===== src/rtl/matmul_load_sequencer_if.sv =====
// matmul_load_sequencer_if: host input stream, Matrix_Mul core port and result stream of one sequencer
//   in_valid/in_ready/in_data      host words into the sequencer
//   mm_we/mm_addr/mm_data_wr       core memory write port
//   mm_result/mm_qi/mm_qf          core AB_Transpose and its fixed-point format
//   out_valid/out_ready/out_data   result stream, out_last marks index N-1
//   out_qi/out_qf                  format that goes with the result stream
//   master: the sequencer side, slave: host/core/downstream side
interface matmul_load_sequencer_if #(
  parameter int WORD_SIZE = 16,
  parameter int ADDRS_LEN = 7
);
  logic                 in_valid, in_ready;
  logic [WORD_SIZE-1:0] in_data;
  logic                 mm_we;
  logic [ADDRS_LEN-1:0] mm_addr;
  logic [WORD_SIZE-1:0] mm_data_wr, mm_result;
  logic [3:0]           mm_qi, mm_qf;
  logic                 out_valid, out_ready, out_last;
  logic [WORD_SIZE-1:0] out_data;
  logic [3:0]           out_qi, out_qf;
  modport master (
    input  in_valid, in_data, mm_result, mm_qi, mm_qf, out_ready,
    output in_ready, mm_we, mm_addr, mm_data_wr, out_valid, out_data, out_last, out_qi, out_qf
  );
  modport slave (
    output in_valid, in_data, mm_result, mm_qi, mm_qf, out_ready,
    input  in_ready, mm_we, mm_addr, mm_data_wr, out_valid, out_data, out_last, out_qi, out_qf
  );
endinterface


===== src/rtl/matmul_load_sequencer.sv =====
// matmul_load_sequencer: loads N*N+N words into Matrix_Mul, waits, captures N results and streams them out
//   src_clk  clock, rising edge
//   rst_n    asynchronous active-low reset
//   flush    synchronous abort back to IDLE
//   bus      matmul_load_sequencer_if.master (input stream, core port, result stream)
//   busy     high in every state except IDLE
// Requires N >= 2 and SETTLE_CYC, WAIT_CYC, RES_STRIDE >= 1.
module matmul_load_sequencer #(
  parameter int WORD_SIZE  = 16,
  parameter int ADDRS_LEN  = 7,
  parameter int N          = 8,
  parameter int SETTLE_CYC = 4,
  parameter int WAIT_CYC   = 50,
  parameter int RES_STRIDE = 1
) (
  input  logic src_clk,
  input  logic rst_n,
  input  logic flush,
  matmul_load_sequencer_if.master bus,
  output logic busy
);
  localparam int TOT  = N * N + N;
  localparam int CW   = $clog2(TOT + 1);
  localparam int M1   = WAIT_CYC > SETTLE_CYC ? WAIT_CYC : SETTLE_CYC;
  localparam int MAXT = M1 > RES_STRIDE ? M1 : RES_STRIDE;
  localparam int TW   = $clog2(MAXT + 1);
  localparam int JW   = $clog2(N);
  localparam logic [CW-1:0] LAST   = CW'(TOT - 1);
  localparam logic [TW-1:0] ST_END = TW'(SETTLE_CYC);
  localparam logic [TW-1:0] WT_END = TW'(WAIT_CYC - 1);
  localparam logic [TW-1:0] RS_END = TW'(RES_STRIDE - 1);
  localparam logic [JW-1:0] JLAST  = JW'(N - 1);
  typedef enum logic [2:0] {IDLE, LOAD, SETTLE, WAIT, CAPTURE, OUTPUT} state_t;
  state_t state, state_d;
  logic [CW-1:0] cnt, cnt_d;
  logic [TW-1:0] tcnt, tcnt_d;
  logic [JW-1:0] j, j_d;
  logic [WORD_SIZE-1:0] res_buf [N];
  logic acc, samp, ohs;
  logic rdy_d, busy_d, we_d, ov_d, ol_d;
  logic [ADDRS_LEN-1:0] addr_d;
  logic [WORD_SIZE-1:0] data_d, od_d;
  // flush masks both handshakes so a word offered alongside it is dropped
  assign acc  = bus.in_valid & bus.in_ready & ~flush;
  assign ohs  = bus.out_valid & bus.out_ready & ~flush;
  assign samp = state == CAPTURE && tcnt == '0;
  always_ff @(posedge src_clk or negedge rst_n) begin
    if (!rst_n) begin
      state          <= IDLE;
      cnt            <= '0;
      tcnt           <= '0;
      j              <= '0;
      busy           <= 1'b0;
      bus.in_ready   <= 1'b1;
      bus.mm_we      <= 1'b0;
      bus.mm_addr    <= '0;
      bus.mm_data_wr <= '0;
      bus.out_valid  <= 1'b0;
      bus.out_last   <= 1'b0;
      bus.out_data   <= '0;
      bus.out_qi     <= '0;
      bus.out_qf     <= '0;
    end else begin
      state          <= state_d;
      cnt            <= cnt_d;
      tcnt           <= tcnt_d;
      j              <= j_d;
      busy           <= busy_d;
      bus.in_ready   <= rdy_d;
      bus.mm_we      <= we_d;
      bus.mm_addr    <= addr_d;
      bus.mm_data_wr <= data_d;
      bus.out_valid  <= ov_d;
      bus.out_last   <= ol_d;
      bus.out_data   <= od_d;
      if (samp && j == '0 && !flush) begin
        bus.out_qi <= bus.mm_qi;
        bus.out_qf <= bus.mm_qf;
      end
    end
  end
  always_ff @(posedge src_clk)
    if (samp && !flush) res_buf[j] <= bus.mm_result;
  always_comb begin
    state_d = state;
    if (flush) state_d = IDLE;
    else
      case (state)
        IDLE:    if (acc) state_d = LOAD;
        LOAD:    if (acc && cnt == LAST) state_d = SETTLE;
        SETTLE:  if (tcnt == ST_END) state_d = WAIT;
        WAIT:    if (tcnt == WT_END) state_d = CAPTURE;
        CAPTURE: if (samp && j == JLAST) state_d = OUTPUT;
        OUTPUT:  if (ohs && j == JLAST) state_d = IDLE;
        default: state_d = IDLE;
      endcase
  end
  // registered outputs are computed from the next state so they line up with it
  always_comb begin
    cnt_d  = state_d == IDLE ? '0 : cnt + CW'(acc);
    tcnt_d = state_d != state ? '0 :
             (state == SETTLE || state == WAIT || (state == CAPTURE && tcnt != RS_END)) ? tcnt + TW'(1) : '0;
    j_d    = (state_d == IDLE || (state == CAPTURE && state_d == OUTPUT)) ? '0 :
             (samp || ohs) ? j + JW'(1) : j;
    rdy_d  = state_d == IDLE || state_d == LOAD;
    busy_d = state_d != IDLE;
    we_d   = acc || state_d == SETTLE;
    addr_d = acc ? ADDRS_LEN'(cnt) : (state_d == LOAD || state_d == SETTLE) ? bus.mm_addr : '0;
    data_d = acc ? bus.in_data : bus.mm_data_wr;
    ov_d   = state_d == OUTPUT;
    ol_d   = ov_d && j_d == JLAST;
    od_d   = ov_d ? res_buf[j_d] : bus.out_data;
  end
endmodule


===== src/flat_wrapper.sv =====
// flat-port wrapper written by rule: the top's interface ports become plain ports
module matmul_load_sequencer_flat 
#(
  parameter int WORD_SIZE  = 16,
  parameter int ADDRS_LEN  = 7,
  parameter int N          = 8,
  parameter int SETTLE_CYC = 4,
  parameter int WAIT_CYC   = 50,
  parameter int RES_STRIDE = 1
)
  (src_clk, rst_n, flush, busy, bus_in_valid, bus_in_data, bus_mm_result, bus_mm_qi, bus_mm_qf, bus_out_ready, bus_in_ready, bus_mm_we, bus_mm_addr, bus_mm_data_wr, bus_out_valid, bus_out_data, bus_out_last, bus_out_qi, bus_out_qf);
  matmul_load_sequencer_if #(.WORD_SIZE(WORD_SIZE), .ADDRS_LEN(ADDRS_LEN)) bus_i ();
  input  logic src_clk;
  input  logic rst_n;
  input  logic flush;
  output logic busy;
  input wire logic [$bits(bus_i.in_valid)-1:0] bus_in_valid;
  input wire logic [$bits(bus_i.in_data)-1:0] bus_in_data;
  input wire logic [$bits(bus_i.mm_result)-1:0] bus_mm_result;
  input wire logic [$bits(bus_i.mm_qi)-1:0] bus_mm_qi;
  input wire logic [$bits(bus_i.mm_qf)-1:0] bus_mm_qf;
  input wire logic [$bits(bus_i.out_ready)-1:0] bus_out_ready;
  output wire logic [$bits(bus_i.in_ready)-1:0] bus_in_ready;
  output wire logic [$bits(bus_i.mm_we)-1:0] bus_mm_we;
  output wire logic [$bits(bus_i.mm_addr)-1:0] bus_mm_addr;
  output wire logic [$bits(bus_i.mm_data_wr)-1:0] bus_mm_data_wr;
  output wire logic [$bits(bus_i.out_valid)-1:0] bus_out_valid;
  output wire logic [$bits(bus_i.out_data)-1:0] bus_out_data;
  output wire logic [$bits(bus_i.out_last)-1:0] bus_out_last;
  output wire logic [$bits(bus_i.out_qi)-1:0] bus_out_qi;
  output wire logic [$bits(bus_i.out_qf)-1:0] bus_out_qf;
  assign bus_i.in_valid = bus_in_valid;
  assign bus_i.in_data = bus_in_data;
  assign bus_i.mm_result = bus_mm_result;
  assign bus_i.mm_qi = bus_mm_qi;
  assign bus_i.mm_qf = bus_mm_qf;
  assign bus_i.out_ready = bus_out_ready;
  assign bus_in_ready = bus_i.in_ready;
  assign bus_mm_we = bus_i.mm_we;
  assign bus_mm_addr = bus_i.mm_addr;
  assign bus_mm_data_wr = bus_i.mm_data_wr;
  assign bus_out_valid = bus_i.out_valid;
  assign bus_out_data = bus_i.out_data;
  assign bus_out_last = bus_i.out_last;
  assign bus_out_qi = bus_i.out_qi;
  assign bus_out_qf = bus_i.out_qf;
  matmul_load_sequencer #(.WORD_SIZE(WORD_SIZE), .ADDRS_LEN(ADDRS_LEN), .N(N), .SETTLE_CYC(SETTLE_CYC), .WAIT_CYC(WAIT_CYC), .RES_STRIDE(RES_STRIDE)) u_core (.src_clk(src_clk), .rst_n(rst_n), .flush(flush), .bus(bus_i), .busy(busy));
endmodule

===== config.mk =====
export PLATFORM = sky130hd
export DESIGN_NAME = matmul_load_sequencer_flat
export DESIGN_NICKNAME = d
export VERILOG_FILES = /design/src/rtl/matmul_load_sequencer_if.sv /design/src/rtl/matmul_load_sequencer.sv /design/src/flat_wrapper.sv
export SDC_FILE = /design/constraint.sdc
export NUM_CORES = 1
export LEC_CHECK = 0
export BUFFER_PORTS_ARGS = -buffer_cell sky130_fd_sc_hd__buf_2
export CORE_ASPECT_RATIO = 1.4
export CORE_MARGIN = 3
export CORE_UTILIZATION = 40
export CTS_CLUSTER_DIAMETER = 100
export CTS_CLUSTER_SIZE = 10
export DETAILED_ROUTE_END_ITERATION = 7
export MAX_ROUTING_LAYER = met4
export PLACE_DENSITY = 0.69
export SKIP_LAST_GASP = 1
export SLEW_MARGIN = 20
export SYNTH_ARGS = -nofsm -noshare
export SYNTH_HDL_FRONTEND = slang
export SYNTH_SLANG_ARGS = --single-unit

===== constraint.sdc =====
create_clock -name src_clk -period 3 [get_ports src_clk]
set_input_delay 0.15 -clock src_clk [delete_from_list [all_inputs] [get_ports src_clk]]
set_output_delay 0.15 -clock src_clk [all_outputs]
set_load 0.01 [all_outputs]

==> metrics.md, run 1 <==
| Metric | Value |
|---|---|
| Status | `finished, final reports clean` |
| Hpwl dp | `between 10 and 15 mm` |
| Most used DFF post-synth | `edfxtp_1` |
| Num CTS Buffers | `17` |
| Rows | `62` |
| Mapped Avg Cell Area | `13.4 sq um` |
| Synthesized instance count | `between 600 and 700` |
| Area leader, netlist | `edfxtp_1` |
| DRC viols | `0` |
| Worst-path clk slew | `around 0.09 ns` |
| Most common cell after layout, fill and taps aside | `edfxtp_1` |
| Cell Count, Final, Fillers Out | `1057` |
| IO buf count | `96` |
| Iteration-0 DRC Markers | `440` |
| Worst Path Required | `~3.3 ns` |
| CTS tree | `built` |
| Worst R2R Path Depth | `9` |
| # setup viols final | `0` |
| Met2 track utilization from global routing | `around a third` |
| Syn Nets | `~700` |
| GPL Wtd Cong | `0.798` |
| Setup Skew | `approximately 0.017 ns` |
| Final min period | `around 2.9 ns` |
| First-pass GRT wire length | `roughly 33 mm` |
| GRT busiest layer | `met2` |
| Slew HR | `around 37%` |
| Slew Viols, Final | `0` |
| Overall Power | `~5.8 mW` |
| Worst Setup SP | `u_core.tcnt[1]$_DFF_PN0_` |
| DR pass1 iterations | `5` |
| Die W | `129 um` |
| #FFs+latches synth | `about 200` |
| Met3 Use GR | `3.85%` |
| Worst Setup Start Kind | `register` |
| Initial antenna violation count | `0` |
| Arrival time worst endpoint | `between 3 and 4 ns` |
| Total number of vias | `roughly 6000` |
| Final period util | `96.0%` |
| Number of inserted diodes | `0` |
| Die H | `178 um` |
| Area grow syn2layout | `25.7%` |
| Worst Tran Pin Value | `between 0.9 and 1 ns` |
| Reg-to-Reg Start | `u_core.tcnt[1]$_DFF_PN0_` |
| # Max-Cap Violations | `0` |
| Clk buf depth | `2` |
| Pwr Density | `about 550 nW/um^2` |
| Worst VDD drop | `around 0.4 mV` |
| H-tree depth | `4` |
| Top Ports | `97` |
| Async SR Flop Fraction | `approximately 36%` |
| Sequential share of the synthesized area | `around two thirds` |
| Hold crit path type | `in2reg` |
| Largest net degree at the start of global routing | `slightly above 70` |
| Root Buffer | `clkbuf_16` |
| Mapped cell area | `roughly 8400 sq um` |
| Met1 Track Usage GR | `23.0%` |
| Total Routed Length | `21.1 mm` |
| Synth top area share | `~46%` |
| WS Path Type | `reg2reg` |
| GRT Total Usage | `between 10% and 20%` |
| Die area | `about 23000 sq um` |
| Commonest non-fill, non-tap cells in the layout | `edfxtp_1 (128), buf_2 (95), dfrtp_1 (70)` |
| Core area | `approximately 21000 sq um` |
| ANT nets after route | `0` |
| Post-synth cell types | `~60` |
| Number of global-route vias before repair | `around 6000` |
| Avg Vias per Cell | `5.66` |
| Synth area leaders | `edfxtp_1 (46%), dfrtp_1 (21%), o2111ai_1 (3.3%)` |
| Hold WS | `approximately 0.015 ns` |
| CTS Sinks | `199` |
| Fillers | `1721` |
| Final nets | `between 800 and 900` |
| Final Hold Vio Count | `0` |
| Hold path startpoint | `bus_mm_result[6]` |
| Fmax | `~350 MHz` |
| Hold Path Stages | `1` |
| Crit. End Element | `register` |
| Setup repair after global routing missed its margin | `false` |
| Util after Layout | `around 51%` |
| Crit Path Max Fanout | `16` |
| Layout cell share with drive strength beyond 1 | `a little over a quarter` |
| Clk Latency, worst-skew pair | `~0.44 ns` |
| Yosys warns | `0` |
| Placed cell count | `a little under 1000` |
| Static Leak | `between 4 and 5 nW` |
| EDFF count, synth | `128` |
| Initial core utilization | `between 40% and 50%` |
| GR Overflow Total | `0` |
| Routed length per instance | `19.9 um` |
worst paths after layout:
check                                                              to  slack, ns
worst min-delay path                   u_core.res_buf[2][6]$_DFFE_PP_       0.02
worst min register to register   u_core.bus.mm_data_wr[4]$_DFFE_PN0P_       0.48
min in group asynchronous                     u_core.cnt[5]$_DFF_PN0_       0.42
max in group asynchronous       u_core.bus.mm_data_wr[10]$_DFFE_PN0P_       1.98
worst max register to register    u_core.bus.out_data[10]$_DFFE_PN0N_       0.12
worst max-delay path              u_core.bus.out_data[10]$_DFFE_PN0N_       0.12
state kept, by name, summed over array words and instances (netlist names):
signal                 cells
u_core.tcnt                6
u_core.bus.mm_addr         7
u_core.bus.mm_data_wr     16
u_core.bus.out_qf          4
u_core.res_buf           128
u_core.cnt                 7
u_core.bus.mm_we           1
u_core.j                   3
u_core.bus.out_qi          4
u_core.bus.out_last        1
u_core.busy                1
u_core.state               3
u_core.bus.in_ready        1
u_core.bus.out_valid       1
u_core.bus.out_data       16
critical path, stage by stage (launching register included):
cell	delay [ns]
dfrtp_1	0.39
inv_1	0.08
ha_1	0.16
or4b_4	0.52
o31ai_4	0.32
buf_6	0.20
mux2i_1	0.29
o21a_2	0.47
o2111ai_1	0.21
o211a_1	0.15
layer usage:
| metal | vias up | share of wire, % |
|---|---|---|
| met4 | 0 | 2.6 |
| li1 | 2751 | - |
| met1 | 2939 | 39 |
| met2 | 257 | 51 |
| met5 | - | 0 |
| met3 | 35 | 6.9 |
timing repair:
action / in CTS / in global routing
endpoints found under the setup margin: 16 / 17
gates resized for setup: 2 / 4
endpoints found under the hold margin: 194 / 0
setup buffers: 0 / 2
hold buffers: 38 / 0
where the power goes:
group,switching (mW),internal [mW]
sequential,0.0285,2.97
clock,1.19,1.25
combinational,0.193,0.155
total,1.41,4.37
final cells by class:
type | instances | area [sq um] | area share, %
clock buffers | 17 | 425 | 4.02
clock inverters | 15 | 231 | 2.19
inverters | 10 | 37.5 | 0.354
multi-input cells | 376 | 2660 | 25.1
flip-flops and latches | 199 | 5620 | 53.1
well taps | 256 | 320 | 3.02
repair buffers | 184 | 1300 | 12.2
cell families (layout without fill, tap and decap cells):
group	count (synthesis)	in the layout	share of synthesized area, %
AOI/OAI and AO/OA	148	148	13.3
xor gates and xnor gates	11	11	1.23
adders and majority gates	8	8	1.19
buffers and inverters	54	226	2.64
DFF	199	199	66.7
muxes	27	27	3.34
and+or+nand+nor	182	182	11.6
stage by stage:
stage | setup slack, ns | area [sq um] | setup TNS (ns)
after floorplan | 0.111 | 8430 | 0
after global placement | -0.0163 | 9510 | -0.175
after detailed placement | -0.226 | 9520 | -3.17
after CTS | 0.0263 | 10600 | 0
after global routing | 0.00150 | 10600 | 0
final | 0.121 | 10600 | 0
synth_stat cells, types with 5 or more instances:
cell type and instances:
o211a_1 16, a22o_1 21, ha_1 8, dfrtp_1 70
nor3_1 5, a32oi_1 15, mux2i_1 18, clkbuf_1 33
o21ai_0 32, nand3_1 33, xnor2_1 5, inv_1 8
a21oi_1 19, mux2_2 9, nand2b_1 5, o2111ai_1 32
edfxtp_1 128, nand4b_1 17, xor2_1 5, nor2_1 28
nand2_1 65
(Power assumes the default switching activity.)
==> run 2, diff against run 1 <==
--- a/config.mk
+++ b/config.mk
@@ -10,10 +10,9 @@
 export CORE_MARGIN = 3
 export CORE_UTILIZATION = 40
 export CTS_CLUSTER_DIAMETER = 100
-export CTS_CLUSTER_SIZE = 10
 export DETAILED_ROUTE_END_ITERATION = 7
 export MAX_ROUTING_LAYER = met4
-export PLACE_DENSITY = 0.69
+export PLACE_DENSITY = 0.67
 export SKIP_LAST_GASP = 1
 export SLEW_MARGIN = 20
 export SYNTH_ARGS = -nofsm -noshare
==> constraint.sdc (replaced) <==
create_clock -name src_clk -period 3.1 [get_ports src_clk]
set_input_delay 0.155 -clock src_clk [delete_from_list [all_inputs] [get_ports src_clk]]
set_output_delay 0.155 -clock src_clk [all_outputs]
set_load 0.01 [all_outputs]
==> run 2 against run 1 <==
Non-clock buffer count fell by 13. Via count fell by 1.8%. Cell area fell by 1.6%. Worst hold slack got worse by 0.00098 ns. Sequential power fell by 3%. Largest power group unchanged. Highest routed layer unchanged.
==> metrics.md, run 2 (same netlist as run 1, synthesis figures left out) <==
| Metric | Value |
|---|---|
| Largest net degree at the start of global routing | `72` |
| Final Hold Vio Count | `0` |
| Worst VDD drop | `roughly 0.36 mV` |
| WS Path Type | `reg2reg` |
| Hold path endpoint | `u_core.res_buf[2][9]$_DFFE_PP_` |
| Commonest non-fill, non-tap cells in the layout | `edfxtp_1 (128), buf_2 (95), dfrtp_1 (70)` |
| Crit-path cells | `inv_1, ha_1, or4b_4, nor4b_4, or4_1, nor4_4, or4_1, buf_4, o2111ai_1, o211a_1` |
| # Max-Cap Violations | `0` |
| Clk buf depth | `2` |
| Final nets | `roughly 830` |
| FF-to-FF End | `u_core.bus.out_data[14]$_DFFE_PN0N_` |
| Num CTS Buffers | `17` |
| Static Leak | `about 4.2 nW` |
| Core area | `around 21000 sq um` |
| # setup viols final | `0` |
| Setup bufs post-CTS | `0` |
| Worst Tran Pin Value | `0.928 ns` |
| Number of inserted diodes | `0` |
| DRC viols | `0` |
| Root Buffer | `clkbuf_16` |
| Overall Power | `5.41 mW` |
| Die area | `around 23000 sq um` |
| CP max-delay cell | `or4_1` |
| Setup repair after global routing missed its margin | `true` |
| Setup Skew | `~0.011 ns` |
| Top Ports | `between 90 and 100` |
| Worst Path Required | `around 3.5 ns` |
| Fmax | `~340 MHz` |
| Most frequent CP cell | `or4_1` |
| CTS Sinks | `a little under 200` |
| Rows | `62` |
| Crit. End Element | `register` |
| Slew Viols, Final | `0` |
| Flip-flop count of the largest register after layout | `128` |
| GPL Wtd Cong | `between 0.7 and 0.8` |
| Crit Path Max Fanout | `10` |
| Status | `finished, final reports clean` |
| Initial antenna violation count | `0` |
| Hpwl dp | `12.7 mm` |
| Reg-to-Reg Start | `u_core.tcnt[0]$_DFF_PN0_` |
| Final min period | `a little under 3 ns` |
| Avg Vias per Cell | `5.63` |
| Clk Latency, worst-skew pair | `between 0.4 and 0.5 ns` |
| Worst-path clk slew | `0.08 ns` |
| Register with the most flip-flops | `u_core.res_buf` |
| First-pass GRT wire length | `between 30 and 40 mm` |
| Area grow syn2layout | `23.7%` |
| Slew HR | `roughly two fifths` |
| Hold Path Stages | `1` |
| Total number of vias | `roughly 5900` |
| Final period util | `approximately 95%` |
| Reg2reg setup slack | `0.15 ns` |
| Routed length per instance | `19.4 um` |
| Number of global-route vias before repair | `slightly below 6000` |
| ANT nets after route | `0` |
| Biggest regs | `u_core.res_buf x128, u_core.bus.mm_data_wr x16, u_core.bus.out_data x16` |
| Hold crit path type | `in2reg` |
| Die H | `178 um` |
| Arrival time worst endpoint | `between 3 and 4 ns` |
| Most common cell after layout, fill and taps aside | `edfxtp_1` |
| Initial core utilization | `40.8%` |
| Worst Setup Start Kind | `register` |
| Iteration-0 DRC Markers | `between 300 and 400` |
| Pwr Density | `519 nW/um^2` |
| Worst R2R Path Depth | `10` |
| DR pass1 iterations | `5` |
| GRT Total Usage | `a little under a fifth` |
| GR Overflow Total | `0` |
| Layout cell share with drive strength beyond 1 | `25.3%` |
| Total Routed Length | `20.2 mm` |
| Slowest stage delay, CP | `between 0.5 and 0.6 ns` |
| CTS tree | `built` |
| Die W | `roughly 130 um` |
| H-tree depth | `4` |
| Util after Layout | `50.5%` |
| Hold path startpoint | `bus_mm_result[9]` |
| IO buf count | `96` |
-- run 2: worst max-delay path, delay by kind of cell, from the launching register on --
| kind | cells | cell delay, ns |
|---|---|---|
| adders and majority gates | 1 | 0.14 |
| buffers and inverters | 2 | 0.28 |
| AOI/OAI and AO/OA | 2 | 0.42 |
| DFF | 1 | 0.42 |
| and+or+nand+nor | 5 | 1.62 |
-- run 2: worst max-delay path by stage --
stage,slack (ns),end,depth (start not counted),startpoint
after CTS,0.06,u_core.bus.out_data[14]$_DFFE_PN0N_,10,u_core.tcnt[0]$_DFF_PN0_
after detailed placement,0.07,u_core.bus.out_data[14]$_DFFE_PN0N_,10,u_core.tcnt[0]$_DFF_PN0_
final,0.15,u_core.bus.out_data[14]$_DFFE_PN0N_,10,u_core.tcnt[0]$_DFF_PN0_
after global placement,0.19,u_core.bus.out_data[5]$_DFFE_PN0N_,10,u_core.tcnt[0]$_DFF_PN0_
after floorplan,0.21,u_core.bus.out_data[3]$_DFFE_PN0N_,10,u_core.tcnt[0]$_DFF_PN0_
after global routing,-0.0002,u_core.bus.out_data[14]$_DFFE_PN0N_,10,u_core.tcnt[0]$_DFF_PN0_
-- run 2: where the power goes --
group / total [mW] / internal [mW] / leakage [nW] / switching (mW)
clock network: 2.19 / 1.11 / 0.288 / 1.08
logic: 0.315 / 0.137 / 1.86 / 0.178
registers: 2.90 / 2.87 / 2.09 / 0.0283
total: 5.41 / 4.12 / 4.24 / 1.29
-- run 2: timing repair --
action / CTS / global route
resized for setup: 0 / 3
hold buffers: 35 / 0
hold endpoints to repair: 160 / 0
endpoints found under the setup margin: 0 / 16
-- run 2: area by class of cell --
cell class              instances  area [sq um]
well taps                     256           320
clock buffers                  18           439
clock inverters                14           156
inverters                      10          37.5
repair buffers                171          1200
flip-flops and latches        199          5620
multi-input cells             376          2650
fillers                      1742         10200
-- run 2: routing by layer --
| layer | track usage (%) | share of wire (%) | vias to the layer above |
|---|---|---|---|
| li1 | - | - | 2730 |
| met1 | 21.7 | 41 | 2892 |
| met2 | 31.3 | 52 | 227 |
| met5 | - | 0 | - |
| met4 | 6.09 | 2.1 | 0 |
| met3 | 3.91 | 5.8 | 27 |
-- run 2: per-stage QoR --
stage | instances | cell area [sq um] | hold WS, ns | setup slack (ns) | setup TNS, ns
4_1_cts | 1044 | 10400 | 0.000924 | 0.0572 | 0
3_5_place_dp | 977 | 9460 | 0.349 | 0.0669 | 0
6_report | 1044 | 10400 | 0.0143 | 0.146 | 0
2_1_floorplan | 629 | 8430 | -0.141 | 0.211 | 0
3_3_place_gp | 977 | 9460 | 0.352 | 0.194 | 0
5_1_grt | 1044 | 10400 | 0.00210 | -0.000191 | -0.000191
==> run 3, diff against run 2 <==
--- a/config.mk
+++ b/config.mk
@@ -8,11 +8,11 @@
 export BUFFER_PORTS_ARGS = -buffer_cell sky130_fd_sc_hd__buf_2
 export CORE_ASPECT_RATIO = 1.4
 export CORE_MARGIN = 3
-export CORE_UTILIZATION = 40
+export CORE_UTILIZATION = 45
 export CTS_CLUSTER_DIAMETER = 100
 export DETAILED_ROUTE_END_ITERATION = 7
 export MAX_ROUTING_LAYER = met4
-export PLACE_DENSITY = 0.67
+export PLACE_DENSITY = 0.73
 export SKIP_LAST_GASP = 1
 export SLEW_MARGIN = 20
 export SYNTH_ARGS = -nofsm -noshare
==> run 3 against run 2 <==
Sequential power is essentially flat. First-iteration DRC count grew 34%. Cell area shrank 0.50%. Combinational power is essentially flat. Critical path type unchanged. Critical endpoint unchanged. Maximum frequency shrank 0.46%. Register-to-register slack is essentially flat. Largest cell class unchanged. Utilization grew 6.6 points. Final cell count shrank 2.1%. Clock skew grew 0.0074 ns. Sequential cell count is the same. Clock power grew 4%. Highest routed layer unchanged.
==> metrics.md, run 3 (same netlist as run 1, synthesis figures left out) <==
| Metric | Value |
|---|---|
| Final nets | `around 800` |
| Clk buf depth | `2` |
| Layout cell share with drive strength beyond 1 | `24.9%` |
| Largest net degree at the start of global routing | `72` |
| # setup viols final | `0` |
| Flip-flop count of the largest register after layout | `128` |
| Final period util | `95.7%` |
| Initial core utilization | `a little under half` |
| Most common cell after layout, fill and taps aside | `edfxtp_1` |
| Biggest regs | `u_core.res_buf x128, u_core.bus.mm_data_wr x16, u_core.bus.out_data x16` |
| Setup Skew | `between 0.015 and 0.02 ns` |
| # Max-Cap Violations | `0` |
| Core area | `between 15000 and 20000 sq um` |
| Commonest non-fill, non-tap cells in the layout | `edfxtp_1 (128), buf_2 (95), dfrtp_1 (70)` |
| ANT nets after route | `0` |
| Crit. End Element | `register` |
| GRT Total Usage | `21.2%` |
| Routed length per instance | `20.4 um` |
| Worst VDD drop | `around 0.4 mV` |
| Fmax | `337 MHz` |
| Pwr Density | `between 500 and 600 nW/um^2` |
| H-tree depth | `4` |
| Cell Count, Final, Fillers Out | `1022` |
| GPL Wtd Cong | `about 0.85` |
| Total Routed Length | `approximately 21 mm` |
| First-pass GRT wire length | `around 33 mm` |
| Die H | `168 um` |
| Die W | `122 um` |
| CTS Sinks | `199` |
| Slew HR | `37.8%` |
| Area grow syn2layout | `23.1%` |
| DRC viols | `0` |
| Total number of vias | `approximately 6000` |
| Slowest stage delay, CP | `0.55 ns` |
| Num CTS Buffers | `17` |
| Rows | `58` |
| DP Worst Slack | `slightly above 0.1 ns` |
| Clk Latency, worst-skew pair | `0.45 ns` |
| Avg Vias per Cell | `roughly 6` |
| Worst-path clk slew | `around 0.08 ns` |
| Crit-path cells | `inv_1, ha_1, or4b_4, nor4b_4, or4_4, nor4_4, or4_1, buf_6, o2111ai_1, o211a_1` |
| Setup bufs post-CTS | `0` |
| Iteration-0 DRC Markers | `515` |
| Hpwl dp | `between 10 and 15 mm` |
| Overall Power | `around 5.5 mW` |
| Worst Setup Start Kind | `register` |
| Hold crit path type | `in2reg` |
| Initial antenna violation count | `0` |
| Die area | `between 20000 and 25000 sq um` |
| IO buf count | `96` |
| GR Overflow Total | `0` |
| Number of inserted diodes | `0` |
| Worst Path Required | `roughly 3.5 ns` |
| Status | `finished, final reports clean` |
| Arrival time worst endpoint | `around 3.4 ns` |
| WS Path Type | `reg2reg` |
| Placed cell count | `~960` |
| Register with the most flip-flops | `u_core.res_buf` |
| DR pass1 iterations | `5` |
| CTS tree | `built` |
| Number of global-route vias before repair | `6251` |
| Worst Slack Setup Final | `0.133 ns` |
| Slew Viols, Final | `0` |
| Crit Path Max Fanout | `18` |
| Final Hold Vio Count | `0` |
| Final min period | `approximately 3.0 ns` |
| CP max-delay cell | `or4_1` |
| Worst Tran Pin Value | `between 0.9 and 1 ns` |
| Top Ports | `a little under 100` |
| Root Buffer | `clkbuf_16` |
| Static Leak | `about 4.2 nW` |
[run 3: critical path, delay by kind of cell, from the launching register on]
kind | cells | cell delay [ns]
AOI/OAI and AO/OA | 2 | 0.42
DFF | 1 | 0.43
buffers and inverters | 2 | 0.29
adders and majority gates | 1 | 0.16
and+or+nand+nor | 5 | 1.61
[run 3: power breakdown]
group          leakage [nW]  internal, mW  switching (mW)
Clock                 0.307          1.18            1.10
Combinational          1.81         0.136           0.179
Sequential             2.09          2.87          0.0311
[run 3: worst paths after layout]
kind | cells after the start | startpoint | to | slack [ns]
max in group asynchronous | 2 | rst_n | u_core.bus.mm_addr[1]$_DFFE_PN0P_ | 2.09
min reg2reg | 2 | u_core.bus.mm_data_wr[6]$_DFFE_PN0P_ | u_core.bus.mm_data_wr[6]$_DFFE_PN0P_ | 0.48
max | 10 | u_core.tcnt[0]$_DFF_PN0_ | u_core.bus.out_data[14]$_DFFE_PN0N_ | 0.13
min | 1 | bus_mm_result[13] | u_core.res_buf[2][13]$_DFFE_PP_ | 0.004
min in group asynchronous | 2 | rst_n | u_core.j[0]$_DFF_PN0_ | 0.38
max reg2reg | 10 | u_core.tcnt[0]$_DFF_PN0_ | u_core.bus.out_data[14]$_DFFE_PN0N_ | 0.13
[run 3: area by class of cell]
cell class                 instances  area [sq um]
clock buffer                      17           425
multi-input combinational        376          2670
clock inverter                    15           196
sequential                       199          5620
tap                              240           300
timing repair buffer             165          1120
inverter                          10          37.5
fill                            1425          7770
[run 3: repair_timing]
action | 4_1_cts | 5_1_grt
gates resized for setup | 0 | 8
hold buffers | 34 | 0
endpoints found under the hold margin | 166 | 0
setup endpoints to repair | 0 | 16
[run 3: metrics by stage]
stage | hold WS, ns | TNS, ns | utilization [%] | instance area, sq um
after floorplan | -0.141 | 0 | - | 8430
after global placement | 0.345 | 0 | 51.6 | 9370
after detailed placement | 0.349 | 0 | 51.6 | 9370
after CTS | 0.00182 | 0 | 56.9 | 10300
after global routing | 0.00588 | -0.00226 | 57.2 | 10400
final | 0.00426 | 0 | 57.2 | 10400
[run 3: layer usage]
metal | up-vias | global-route usage, % | wire length, um | part of all wire [%]
met2 | 286 | 36.6 | 11000 | 53
met4 | 0 | 9.02 | 675 | 3.2
met3 | 42 | 3.53 | 1330 | 6.4
met5 | - | - | 0 | 0
met1 | 3016 | 24.3 | 7820 | 38
li1 | 2705 | - | - | -
